File: src/rtl/mips_run_ctrl.sv
// -----------------------------------------------------------------------------
// mips_run_ctrl
// Run controller for the MIPS pipeline. It holds the pipeline in reset for
// INIT_CYCLES clocked cycles, then lets it run for RUN_CYCLES enabled cycles
// (0 = unlimited) before halting. It also supports halt-on-request and restart
// from DONE, plus an optional single-step mode.
//
// Optional feature macro: MIPS_RUN_CTRL_STEP_EN
//   defined   : STEP state and step edge detector exist; step_mode picks STEP
//               when INIT ends.
//   undefined : step_mode/step are ignored, INIT always exits to RUN.
//
// Ports
//   clk        in   single clock, rising edge
//   rst        in   asynchronous active-high reset
//   start      in   begin/restart a run (IDLE and DONE only)
//   step_mode  in   select single-step mode at the INIT->run transition
//   step       in   single-step request, rising edge grants one enabled cycle
//   halt_req   in   stop the run (RUN and STEP only)
//   cpu_rst    out  pipeline reset
//   cpu_en     out  pipeline clock-enable
//   cycle_cnt  out  enabled cycles counted in RUN/STEP
//   state      out  IDLE=0 INIT=1 RUN=2 STEP=3 DONE=4
//   done       out  high in DONE
// -----------------------------------------------------------------------------
module mips_run_ctrl #(
    parameter int unsigned INIT_CYCLES = 5,
    parameter int unsigned RUN_CYCLES  = 24,
    parameter int unsigned CNT_W       = 16
) (
    input  logic             clk,
    input  logic             rst,
    input  logic             start,
    input  logic             step_mode,
    input  logic             step,
    input  logic             halt_req,
    output logic             cpu_rst,
    output logic             cpu_en,
    output logic [CNT_W-1:0] cycle_cnt,
    output logic [2:0]       state,
    output logic             done
);

    typedef enum logic [2:0] {
        S_IDLE = 3'd0,
        S_INIT = 3'd1,
        S_RUN  = 3'd2,
        S_STEP = 3'd3,
        S_DONE = 3'd4
    } state_e;

    localparam int unsigned CNT_W1 = CNT_W + 1;

    // Init counter is loaded with INIT_CYCLES-1 and INIT exits when it hits 0.
    localparam logic [CNT_W-1:0] INIT_LOAD =
        (INIT_CYCLES == 0) ? '0 : CNT_W'(INIT_CYCLES - 1);
    localparam logic [CNT_W1-1:0] RUN_LIM = CNT_W1'(RUN_CYCLES);

    state_e           state_q, state_d;
    logic [CNT_W-1:0] cycle_cnt_q, cycle_cnt_d;
    logic [CNT_W-1:0] init_cnt_q, init_cnt_d;
    logic             step_pulse_q;
    state_e           run_entry;
    logic [CNT_W-1:0] cnt_sat;
    logic [CNT_W1-1:0] cnt_inc;
    logic             budget_hit;

`ifdef MIPS_RUN_CTRL_STEP_EN
    logic step_q;

    // Registered rising edge of step: one enabled cycle per edge.
    always_ff @(posedge clk or posedge rst) begin
        if (rst) begin
            step_q       <= 1'b0;
            step_pulse_q <= 1'b0;
        end else begin
            step_q       <= step;
            step_pulse_q <= step & ~step_q;
        end
    end

    assign run_entry = step_mode ? S_STEP : S_RUN;
`else
    logic unused_step_inputs;

    assign unused_step_inputs = step_mode ^ step;
    assign step_pulse_q       = 1'b0;
    assign run_entry          = S_RUN;
`endif

    // Saturating increment; with a nonzero budget the count never reaches the top.
    assign cnt_sat    = (&cycle_cnt_q) ? cycle_cnt_q : cycle_cnt_q + CNT_W'(1);
    assign cnt_inc    = CNT_W1'(cycle_cnt_q) + CNT_W1'(1);
    assign budget_hit = (RUN_CYCLES != 0) && (cnt_inc == RUN_LIM);

    // State and counter registers.
    always_ff @(posedge clk or posedge rst) begin
        if (rst) begin
            state_q     <= S_IDLE;
            cycle_cnt_q <= '0;
            init_cnt_q  <= '0;
        end else begin
            state_q     <= state_d;
            cycle_cnt_q <= cycle_cnt_d;
            init_cnt_q  <= init_cnt_d;
        end
    end

    // Next-state and counter update.
    always_comb begin
        state_d     = state_q;
        cycle_cnt_d = cycle_cnt_q;
        init_cnt_d  = init_cnt_q;
        case (state_q)
            S_IDLE, S_DONE: begin
                if (start) begin
                    cycle_cnt_d = '0;
                    init_cnt_d  = INIT_LOAD;
                    state_d     = (INIT_CYCLES == 0) ? run_entry : S_INIT;
                end
            end
            S_INIT: begin
                if (init_cnt_q == '0) begin
                    state_d = run_entry;
                end else begin
                    init_cnt_d = init_cnt_q - CNT_W'(1);
                end
            end
            S_RUN: begin
                cycle_cnt_d = cnt_sat;
                if (halt_req || budget_hit) begin
                    state_d = S_DONE;
                end
            end
            S_STEP: begin
                // Only the granted cycle counts toward the budget.
                if (step_pulse_q) begin
                    cycle_cnt_d = cnt_sat;
                    if (budget_hit) begin
                        state_d = S_DONE;
                    end
                end
                if (halt_req) begin
                    state_d = S_DONE;
                end
            end
            default: state_d = S_IDLE;
        endcase
    end

    // Moore output decode from registered state and step pulse.
    assign cpu_rst   = (state_q == S_IDLE) || (state_q == S_INIT);
    assign cpu_en    = (state_q == S_INIT) || (state_q == S_RUN) ||
                       ((state_q == S_STEP) && step_pulse_q);
    assign done      = (state_q == S_DONE);
    assign cycle_cnt = cycle_cnt_q;
    assign state     = state_q;

endmodule
File: config.mk
export PLATFORM = sky130hd
export DESIGN_NAME = mips_run_ctrl
export DESIGN_NICKNAME = d
export VERILOG_FILES = /design/src/rtl/mips_run_ctrl.sv
export SDC_FILE = /design/constraint.sdc
export NUM_CORES = 1
export LEC_CHECK = 0
export CAP_MARGIN = 40
export CORE_MARGIN = 2
export CORE_UTILIZATION = 57
export DETAILED_ROUTE_END_ITERATION = 16
export PLACE_DENSITY = 0.84
export RECOVER_POWER = 100
export SLEW_MARGIN = 20
export SYNTH_ARGS = -nofsm -noshare
export SYNTH_HDL_FRONTEND = slang
export SYNTH_SLANG_ARGS = --single-unit
File: constraint.sdc
create_clock -name clk -period 5.9 [get_ports clk]
set_clock_uncertainty 0.2 [all_clocks]
set_input_delay 1.18 -clock clk [delete_from_list [all_inputs] [get_ports clk]]
set_output_delay 1.18 -clock clk [all_outputs]
set_load 0.02 [all_outputs]
==> summary.txt, run 1 <==
Clocking
  – Cts hold-fix bufs: 0
  – CTS tree: done
  – Clock tree buffer depth: 2
  – Clock Root Buffer: clkbuf_4
  – Clock slew seen by the registers of the worst setup and hold paths: 0.10 ns
  – Num CTS Buffers: 5
  – Post-CTS Resized: 0
  – Post-CTS Setup Repair Bufs: 0
  – Sink Count: 35
  – Clock H-tree levels: 2
  – Later-pin clock latency in the skew report: 0.34 ns

Drt
  – DRT Pass-1 Iters: 4
  – Initial detailed-routing violation count: 137
  – Drt drc: 0
  – Final ANT Viol Nets: 0
  – Routed vias/inst: 5.97
  – Routed via count: 1,784
  – WL per Instance: 14.4 microns
  – WL final: 4.31 mm

Logic synthesis
  – Synth cell types: 46
  – Area share of the largest cell type after synthesis: 0.424
  – Ys async rst share: 1.00
  – Cell area after synthesis: 0.00207 sq mm
  – Synth area leaders: dfrtp_1 42%, nor2_1 5.4%, xnor2_1 5.1%
  – Number of synthesized flops with an enable pin: 0
  – Synthesized Nets: 237
  – Register area share after synthesis: 0.424
  – Synth Warn #: 0
  – Top FF cell, synth: dfrtp_1
  – Synth area leader: dfrtp_1
  – Post-Synthesis Cells: 228
  – Avg Cell Area, Syn: 9.07 sq um
  – Synthesized flop and latch total: 35

STA
  – Fmax: 0.278 GHz
  – Slew @ Worst Pin: 1.85 ns
  – Setup tns final: 0 ns
  – RSZ-0062 raised after global routing: false
  – Final hold vios: 0
  – Rel. slew slack: -0.231
  – Minimum clock period: 3.59 ns
  – Final setup violation count: 0
  – Max-slew violation count: 36
  – Tcrit/Tclk final: 0.609

Placement
  – Final Wtd Congestion: 0.842
  – DP HPWL: 2.91 mm
  – IO buf count: 25

Setup path
  – Cell family with most CP delay: simple AND/OR/NAND/NOR gates
  – CP bufs+invs: 0
  – Arr. time, crit path: 3.64 ns
  – CP Cell Sequence: ha_1, nand3_1, nor2_1, a31o_1, and2_0, o21ai_0, o31ai_1
  – R2R setup slack: 2.31 ns
  – Setup crit end kind: flop
  – Crit Path Class: reg -> reg
  – CP startpoint kind: flop
  – RR Endpoint: cycle_cnt[9]
  – CP Data Required Time: 5.94 ns
  – Slowest stage cell, crit path: a31o_1
  – Reg2Reg Depth: 7
  – Delay of the slowest cell on the worst path: 0.86 ns
  – CP max FO: 30
  – Reg-to-Reg Start: cycle_cnt[0]

Final layout
  – Fillcell total: 269
  – Layout cells sized above 1: 0.0474
  – Syn-to-layout area delta: 14.6%
  – Nets: 261
  – # diodes: 0
  – Utilization after layout: 0.694

Die
  – Cell Rows: 21
  – Die H: 64.2 microns
  – I/O pin cnt: 28
  – Floorplan core area: 0.00342 sq mm
  – Die area: 0.00412 sq mm
  – Starting density of the core: 0.605
  – DIE WIDTH: 64.2 microns

Power and ir drop
  – Design Power: 0.907 mW
  – VDD IR max: 0.153 mV
  – Pleak: 1.01 nW
  – Power Density: 383 mW/mm^2

Min path
  – Min-Delay Startpoint: init_cnt_q[4]
  – Hold crit path type: reg -> reg
  – Worst hold path cell count: 1
  – WHS Endpoint: init_cnt_q[4]

Run status
  – Failing checks: max-capacitance violations, max-slew violations
  – Run status: finished with violations

GRT
  – Pin count of the biggest net entering global routing: 36
  – Overall routing resource usage: 0.233
  – Initial antenna violation count: 0
  – Overflow after GRT: 0
  – Vias in the first global route: 1,673
  – First-pass GRT wire length: 7.51 mm

Job
  – Max-cap viol count: 1
[through the flow]
stage,hold WS (ns),instances,cell area [sq um],setup WS [ns]
after floorplan,0.280,228,2070,3.48
after global placement,0.312,291,2330,2.82
after detailed placement,0.327,291,2330,2.78
after CTS,0.339,299,2400,2.73
after global routing,0.366,299,2370,2.02
final,0.334,299,2370,2.31
[synthesized netlist by cell type, drive strengths merged (2+ instances only)]
cell    number
nor4         9
nand4        4
dfrtp       35
a31oi        2
o311ai       2
and2         5
and3         3
inv          7
nor2        31
o31ai       11
or4          2
ha           3
nand3       13
o41ai        5
buf          8
or3b         3
nand2       13
nand2b       3
xnor2       12
o21ai       23
a21oi        7
nor3         7
nor2b        3
xor2         2
[where the power goes]
part	switching, mW	internal, mW
clock	0.0810	0.0702
combinational	0.218	0.160
sequential	0.0823	0.296
total	0.381	0.526
[metal layers]
metal | vias up | global-route usage | routed length [microns]
li1 | 898 | - | -
met1 | 852 | 0.277 | 1940
met2 | 29 | 0.415 | 2160
met3 | 5 | 0.0634 | 155
met4 | 0 | 0.0559 | 52
met5 | - | 0 | 0
[state kept, by name, indices dropped and copies added (netlist names)]
signal	flops
state	3
cycle_cnt	16
init_cnt_q	16
[worst max path at each step]
stage | endpoint | start | depth (start not counted)
after floorplan | cpu_en | state[1] | 3
after global placement | init_cnt_q[14] | start | 6
after detailed placement | init_cnt_q[14] | start | 6
after CTS | done | state[1] | 3
after global routing | cycle_cnt[13] | cycle_cnt[0] | 7
final | cycle_cnt[9] | cycle_cnt[0] | 7
[area by class of cell]
| cell class | instances | area, sq um | area share |
|---|---|---|---|
| multi-input combinational | 177 | 1090 | 0.459 |
| sequential | 35 | 876 | 0.370 |
| tap | 46 | 57.6 | 0.0243 |
| inverter | 7 | 26.3 | 0.0111 |
| timing repair buffer | 26 | 254 | 0.107 |
| clock buffer | 8 | 68.8 | 0.0290 |
[cell usage in the layout (no fill, tap or decap), drive strengths merged, types with 2 or more instances in the layout]
cell	instances
dfrtp	35
nor2	31
dlygate4sd3	24
o21ai	23
nand3	13
nand2	13
xnor2	12
o31ai	11
nor4	9
clkbuf	9
a21oi	7
nor3	7
inv	7
o41ai	5
and2	5
nand4	4
or3b	3
nor2b	3
and3	3
nand2b	3
ha	3
xor2	2
or4	2
o311ai	2
a31oi	2
[cells by family (layout without fill, tap and decap cells)]
| group | count (synthesis) | after routing | synth area share |
|---|---|---|---|
| xor+xnor | 14 | 14 | 0.0593 |
| buf+inv | 16 | 41 | 0.0381 |
| compound gates | 59 | 59 | 0.188 |
| fa+ha+maj | 3 | 3 | 0.0182 |
| flops | 35 | 35 | 0.424 |
| simple gates | 101 | 101 | 0.273 |
(Power assumes the default switching activity.)
==> run 2, diff against run 1 <==
CORE_UTILIZATION = 49   (was 57)
PLACE_DENSITY = 0.77   (was 0.84)
clock period = 3 ns   (was 5.9 ns; I/O delays follow)
==> run 2 against run 1 <==
  * The run now ends clean
  * Power increased by 110%
  * Core utilization fell by 8.5 points
  * Global-route usage is 2.1 points lower
  * Critical path type unchanged
  * Highest routed layer unchanged
==> summary.txt, run 2 (same netlist as run 1, synthesis figures left out) <==
Die
  – Cell Rows: 23
  – Starting density of the core: 0.513
  – Die H: 69.0 microns
  – Die area: 0.00475 sq mm
  – Floorplan core area: 0.00403 sq mm
  – DIE WIDTH: 69.0 microns
  – I/O pin cnt: 28

Min path
  – Min-Delay Startpoint: init_cnt_q[4]
  – Hold crit path type: reg -> reg

Power and ir drop
  – Power Density: 791 mW/mm^2
  – Sw Ratio: 0.393
  – Comb pwr share: 0.386
  – Internal power: 1.18 mW
  – Reg power frac: 0.385
  – Pleak: 1.06 nW
  – Design Power: 1.94 mW
  – Switching pwr: 0.762 mW
  – VDD IR max: 0.390 mV
  – Clock power share: 0.229

Clocking
  – Post-CTS Resized: 0
  – Post-CTS Setup Repair Bufs: 0
  – Later-pin clock latency in the skew report: 0.28 ns
  – Clock tree buffer depth: 2
  – CTS tree: done
  – Clock slew seen by the registers of the worst setup and hold paths: 0.07 ns
  – Sink Count: 35
  – Clock Root Buffer: clkbuf_8
  – Clock H-tree levels: 2
  – Cts hold-fix bufs: 0
  – Num CTS Buffers: 5

Setup path
  – Reg-to-Reg Start: cycle_cnt[0]
  – R2R setup slack: 0.40 ns
  – Crit Path Class: reg -> reg
  – CP Data Required Time: 3.01 ns
  – RR Endpoint: state[1]
  – Origin of the worst setup path: cycle_cnt[0]
  – Setup crit end kind: flop
  – CP max FO: 9
  – Reg2Reg Depth: 7
  – Worst Setup EP: state[1]
  – CP startpoint kind: flop
  – Arr. time, crit path: 2.61 ns

Placement
  – Pre-CTS setup slack: 0.456 ns
  – DP HPWL: 2.89 mm
  – IO buf count: 25
  – Final Wtd Congestion: 0.783
  – Placed Area: 0.00236 sq mm

Job
  – Max-cap viol count: 0

Drt
  – Routed vias/inst: 5.77
  – WL final: 4.36 mm
  – WL per Instance: 14.2 microns
  – DRT Pass-1 Iters: 4
  – Initial detailed-routing violation count: 58
  – Routed via count: 1,771
  – Drt drc: 0
  – Final ANT Viol Nets: 0

GRT
  – First-pass GRT wire length: 7.50 mm
  – Pin count of the biggest net entering global routing: 36
  – Overall routing resource usage: 0.212
  – Initial antenna violation count: 0
  – Overflow after GRT: 0
  – Vias in the first global route: 1,639

Final layout
  – Nets: 265
  – Most common cell after layout, fill and taps aside: dfrtp_1
  – Fillcell total: 351
  – Syn-to-layout area delta: 18.6%
  – Utilization after layout: 0.608
  – Post-route cell area: 0.00245 sq mm
  – Commonest non-fill, non-tap cells in the layout: 35 x dfrtp_1, 30 x nor2_1, 23 x dlygate4sd3_1, 18 x o21ai_0
  – # diodes: 0
  – Layout cells sized above 1: 0.0739

STA
  – Fmax: 0.385 GHz
  – Final worst slack: 0.399 ns
  – Minimum clock period: 2.60 ns
  – Setup tns final: 0 ns
  – Max-slew violation count: 0
  – Rel. slew slack: 0.436
  – Tcrit/Tclk final: 0.867
  – Final hold vios: 0
  – RSZ-0062 raised after global routing: false
  – Final setup violation count: 0
  – Slew @ Worst Pin: 0.846 ns

Run status
  – Run status: complete, no violations
## run 2: area by class of cell
| cell class | instances | area (sq um) | share of cell area |
|---|---|---|---|
| Clock buffer | 6 | 82.6 | 0.0337 |
| Clock inverter | 2 | 35.0 | 0.0143 |
| Inverter | 7 | 26.3 | 0.0107 |
| Multi-Input combinational cell | 177 | 1080 | 0.442 |
| Sequential cell | 35 | 876 | 0.357 |
| Tap cell | 50 | 62.6 | 0.0255 |
| Timing Repair Buffer | 30 | 285 | 0.116 |
## run 2: power by group through the flow
stage / combinational [mW] / sequential [mW] / clock, mW
after floorplan: 0.613 / 0.736 / 0
after global placement: 0.778 / 0.756 / 0
after detailed placement: 0.788 / 0.758 / 0
after CTS: 0.797 / 0.751 / 0.451
after global routing: 0.850 / 0.770 / 0.473
final: 0.749 / 0.747 / 0.443
## run 2: stage by stage
| step | hold WS (ns) | instances |
|---|---|---|
| global route | 0.366 | 307 |
| detailed placement | 0.315 | 299 |
| floorplan | 0.280 | 228 |
| global placement | 0.307 | 299 |
| CTS | 0.326 | 307 |
| finish | 0.324 | 307 |
## run 2: worst min-delay path by stage
| stage | endpoint | cells after the start |
|---|---|---|
| global route | init_cnt_q[4] | 1 |
| CTS | init_cnt_q[4] | 1 |
| floorplan | init_cnt_q[4] | 1 |
| detailed placement | init_cnt_q[4] | 1 |
| global placement | init_cnt_q[4] | 1 |
| finish | init_cnt_q[4] | 1 |
## run 2: per-layer routing
layer	up-vias	wire [microns]	track usage
met3	2	180	0.0536
li1	905	-	-
met4	0	21	0.0637
met5	-	0	0
met2	30	2070	0.344
met1	834	2090	0.279
## run 2: worst max-delay path, cell delays in order, from the launching register on
cell and delay [ns]:
dfrtp_1 0.51, ha_1 0.27, nand3_1 0.25, nor4_1 0.54, nor3_1 0.09, o211a_1 0.24
o2111ai_1 0.27, o2bb2ai_1 0.16
==> run 3, diff against run 2 <==
CORE_MARGIN = 5   (was 2)
SLEW_MARGIN = 25   (was 20)
==> run 3 against run 2 <==
  * Global-route usage down 2.9 points
  * Final area down 0.31%
  * Clock power about the same
  * Clock-buffer cell count unchanged
  * Power down 0.22%
  * Sequential power about the same
  * Sequential cell count unchanged
  * Critical path depth unchanged
  * Highest routed layer unchanged
==> summary.txt, run 3 (same netlist as run 1, synthesis figures left out) <==
Run status
  – Run status: complete, no violations

Final layout
  – Layout cells sized above 1: 0.0703
  – Fillcell total: 356
  – Most common cell after layout, fill and taps aside: dfrtp_1
  – Nets: 264
  – Commonest non-fill, non-tap cells in the layout: 35 x dfrtp_1, 30 x nor2_1, 23 x dlygate4sd3_1, 18 x o21ai_0
  – Syn-to-layout area delta: 18.2%
  – # diodes: 0
  – Final std cells w/o fill: 306

Drt
  – WL per Instance: 14.7 microns
  – Initial detailed-routing violation count: 162
  – Drt drc: 0
  – WL final: 4.51 mm
  – DRT Pass-1 Iters: 4
  – Routed vias/inst: 5.82
  – Routed via count: 1,782
  – Final ANT Viol Nets: 0

Setup path
  – R2R setup slack: 0.37 ns
  – Arr. time, crit path: 2.59 ns
  – CP startpoint kind: flop
  – RR Endpoint: state[2]
  – Setup crit end kind: flop
  – CP Data Required Time: 2.96 ns
  – Reg-to-Reg Start: cycle_cnt[0]
  – Reg2Reg Depth: 7
  – Crit Path Class: reg -> reg
  – CP max FO: 9

Power and ir drop
  – Switching pwr: 0.758 mW
  – VDD IR max: 0.318 mV
  – Clock power share: 0.230
  – Comb pwr share: 0.385
  – Pleak: 1.05 nW
  – Design Power: 1.93 mW
  – Reg power frac: 0.385
  – Internal power: 1.18 mW
  – Power Density: 792 mW/mm^2
  – Sw Ratio: 0.392

Clocking
  – Cts hold-fix bufs: 0
  – Later-pin clock latency in the skew report: 0.29 ns
  – Post-CTS Setup Repair Bufs: 0
  – Post-CTS Resized: 0
  – Clock slew seen by the registers of the worst setup and hold paths: 0.07 ns
  – CTS tree: done
  – Clock tree buffer depth: 2
  – Sink Count: 35
  – Clock H-tree levels: 2
  – Num CTS Buffers: 5
  – Clock Root Buffer: clkbuf_8

STA
  – Rel. slew slack: 0.426
  – Slew @ Worst Pin: 0.861 ns
  – Minimum clock period: 2.63 ns
  – Setup tns final: 0 ns
  – WHS: 0.313 ns
  – Final hold vios: 0
  – Tcrit/Tclk final: 0.877
  – Max-slew violation count: 0
  – RSZ-0062 raised after global routing: false
  – Final setup violation count: 0
  – Fmax: 0.380 GHz

Die
  – DIE WIDTH: 75.0 microns
  – Die area: 0.00562 sq mm
  – I/O pin cnt: 28
  – Floorplan core area: 0.00406 sq mm
  – Cell Rows: 23
  – Die H: 75.0 microns
  – Starting density of the core: 0.509

Min path
  – Worst hold path cell count: 1
  – WHS Endpoint: init_cnt_q[4]
  – Hold crit path type: reg -> reg
  – Min-Delay Startpoint: init_cnt_q[4]

GRT
  – Vias in the first global route: 1,704
  – Initial antenna violation count: 0
  – Pin count of the biggest net entering global routing: 36
  – Overflow after GRT: 0
  – Overall routing resource usage: 0.183
  – First-pass GRT wire length: 7.87 mm

Job
  – Max-cap viol count: 0

Placement
  – Final Wtd Congestion: 0.791
  – IO buf count: 25
  – DP HPWL: 3.03 mm
  – Placed cell count: 298
run 3: worst max-delay path, cell delays in order, from the launching register on:
cell and delay (ns):
dfrtp_1 0.51, ha_1 0.27, nand3_1 0.26, nor4_1 0.52
nor3_1 0.09, o211a_1 0.24, o2111ai_1 0.30, o21ai_1 0.11
run 3: metal layers:
layer	routed length, microns	track usage	vias up	share of wire
met1	2090	0.247	839	0.46
met2	2120	0.277	39	0.47
met4	83	0.0791	0	0.018
met3	222	0.0481	8	0.049
met5	0	0	-	0
li1	-	-	896	-
run 3: power groups by stage:
stage / registers (mW) / clock network (mW) / logic (mW)
final: 0.744 / 0.446 / 0.745
after detailed placement: 0.758 / 0 / 0.794
after global routing: 0.769 / 0.477 / 0.852
after floorplan: 0.736 / 0 / 0.613
after CTS: 0.752 / 0.458 / 0.798
after global placement: 0.756 / 0 / 0.778
run 3: worst max-delay path by stage:
stage | startpoint | end | slack [ns] | cells after the start
finish | cycle_cnt[0] | state[2] | 0.37 | 7
global route | cycle_cnt[0] | state[1] | 0.19 | 7
CTS | cycle_cnt[0] | cycle_cnt[6] | 0.43 | 7
detailed placement | cycle_cnt[0] | cycle_cnt[6] | 0.43 | 7
global placement | cycle_cnt[0] | cycle_cnt[7] | 0.46 | 7
floorplan | cycle_cnt[0] | cycle_cnt[8] | 0.74 | 8
run 3: layout make-up:
cell class / count / area (sq um) / area share
Clock inverter: 2 / 35.0 / 0.0143
Clock buffer: 6 / 82.6 / 0.0338
Inverter: 7 / 26.3 / 0.0108
Sequential cell: 35 / 876 / 0.358
Tap cell: 50 / 62.6 / 0.0256
Timing Repair Buffer: 29 / 278 / 0.114
Multi-Input combinational cell: 177 / 1080 / 0.443
run 3: through the flow:
| stage | cell area, sq um | util | setup WS, ns |
|---|---|---|---|
| 5_1_grt | 2440 | 0.602 | 0.186 |
| 4_1_cts | 2470 | 0.610 | 0.427 |
| 6_report | 2440 | 0.602 | 0.370 |
| 2_1_floorplan | 2070 | - | 0.743 |
| 3_5_place_dp | 2360 | 0.581 | 0.428 |
| 3_3_place_gp | 2360 | 0.581 | 0.459 |
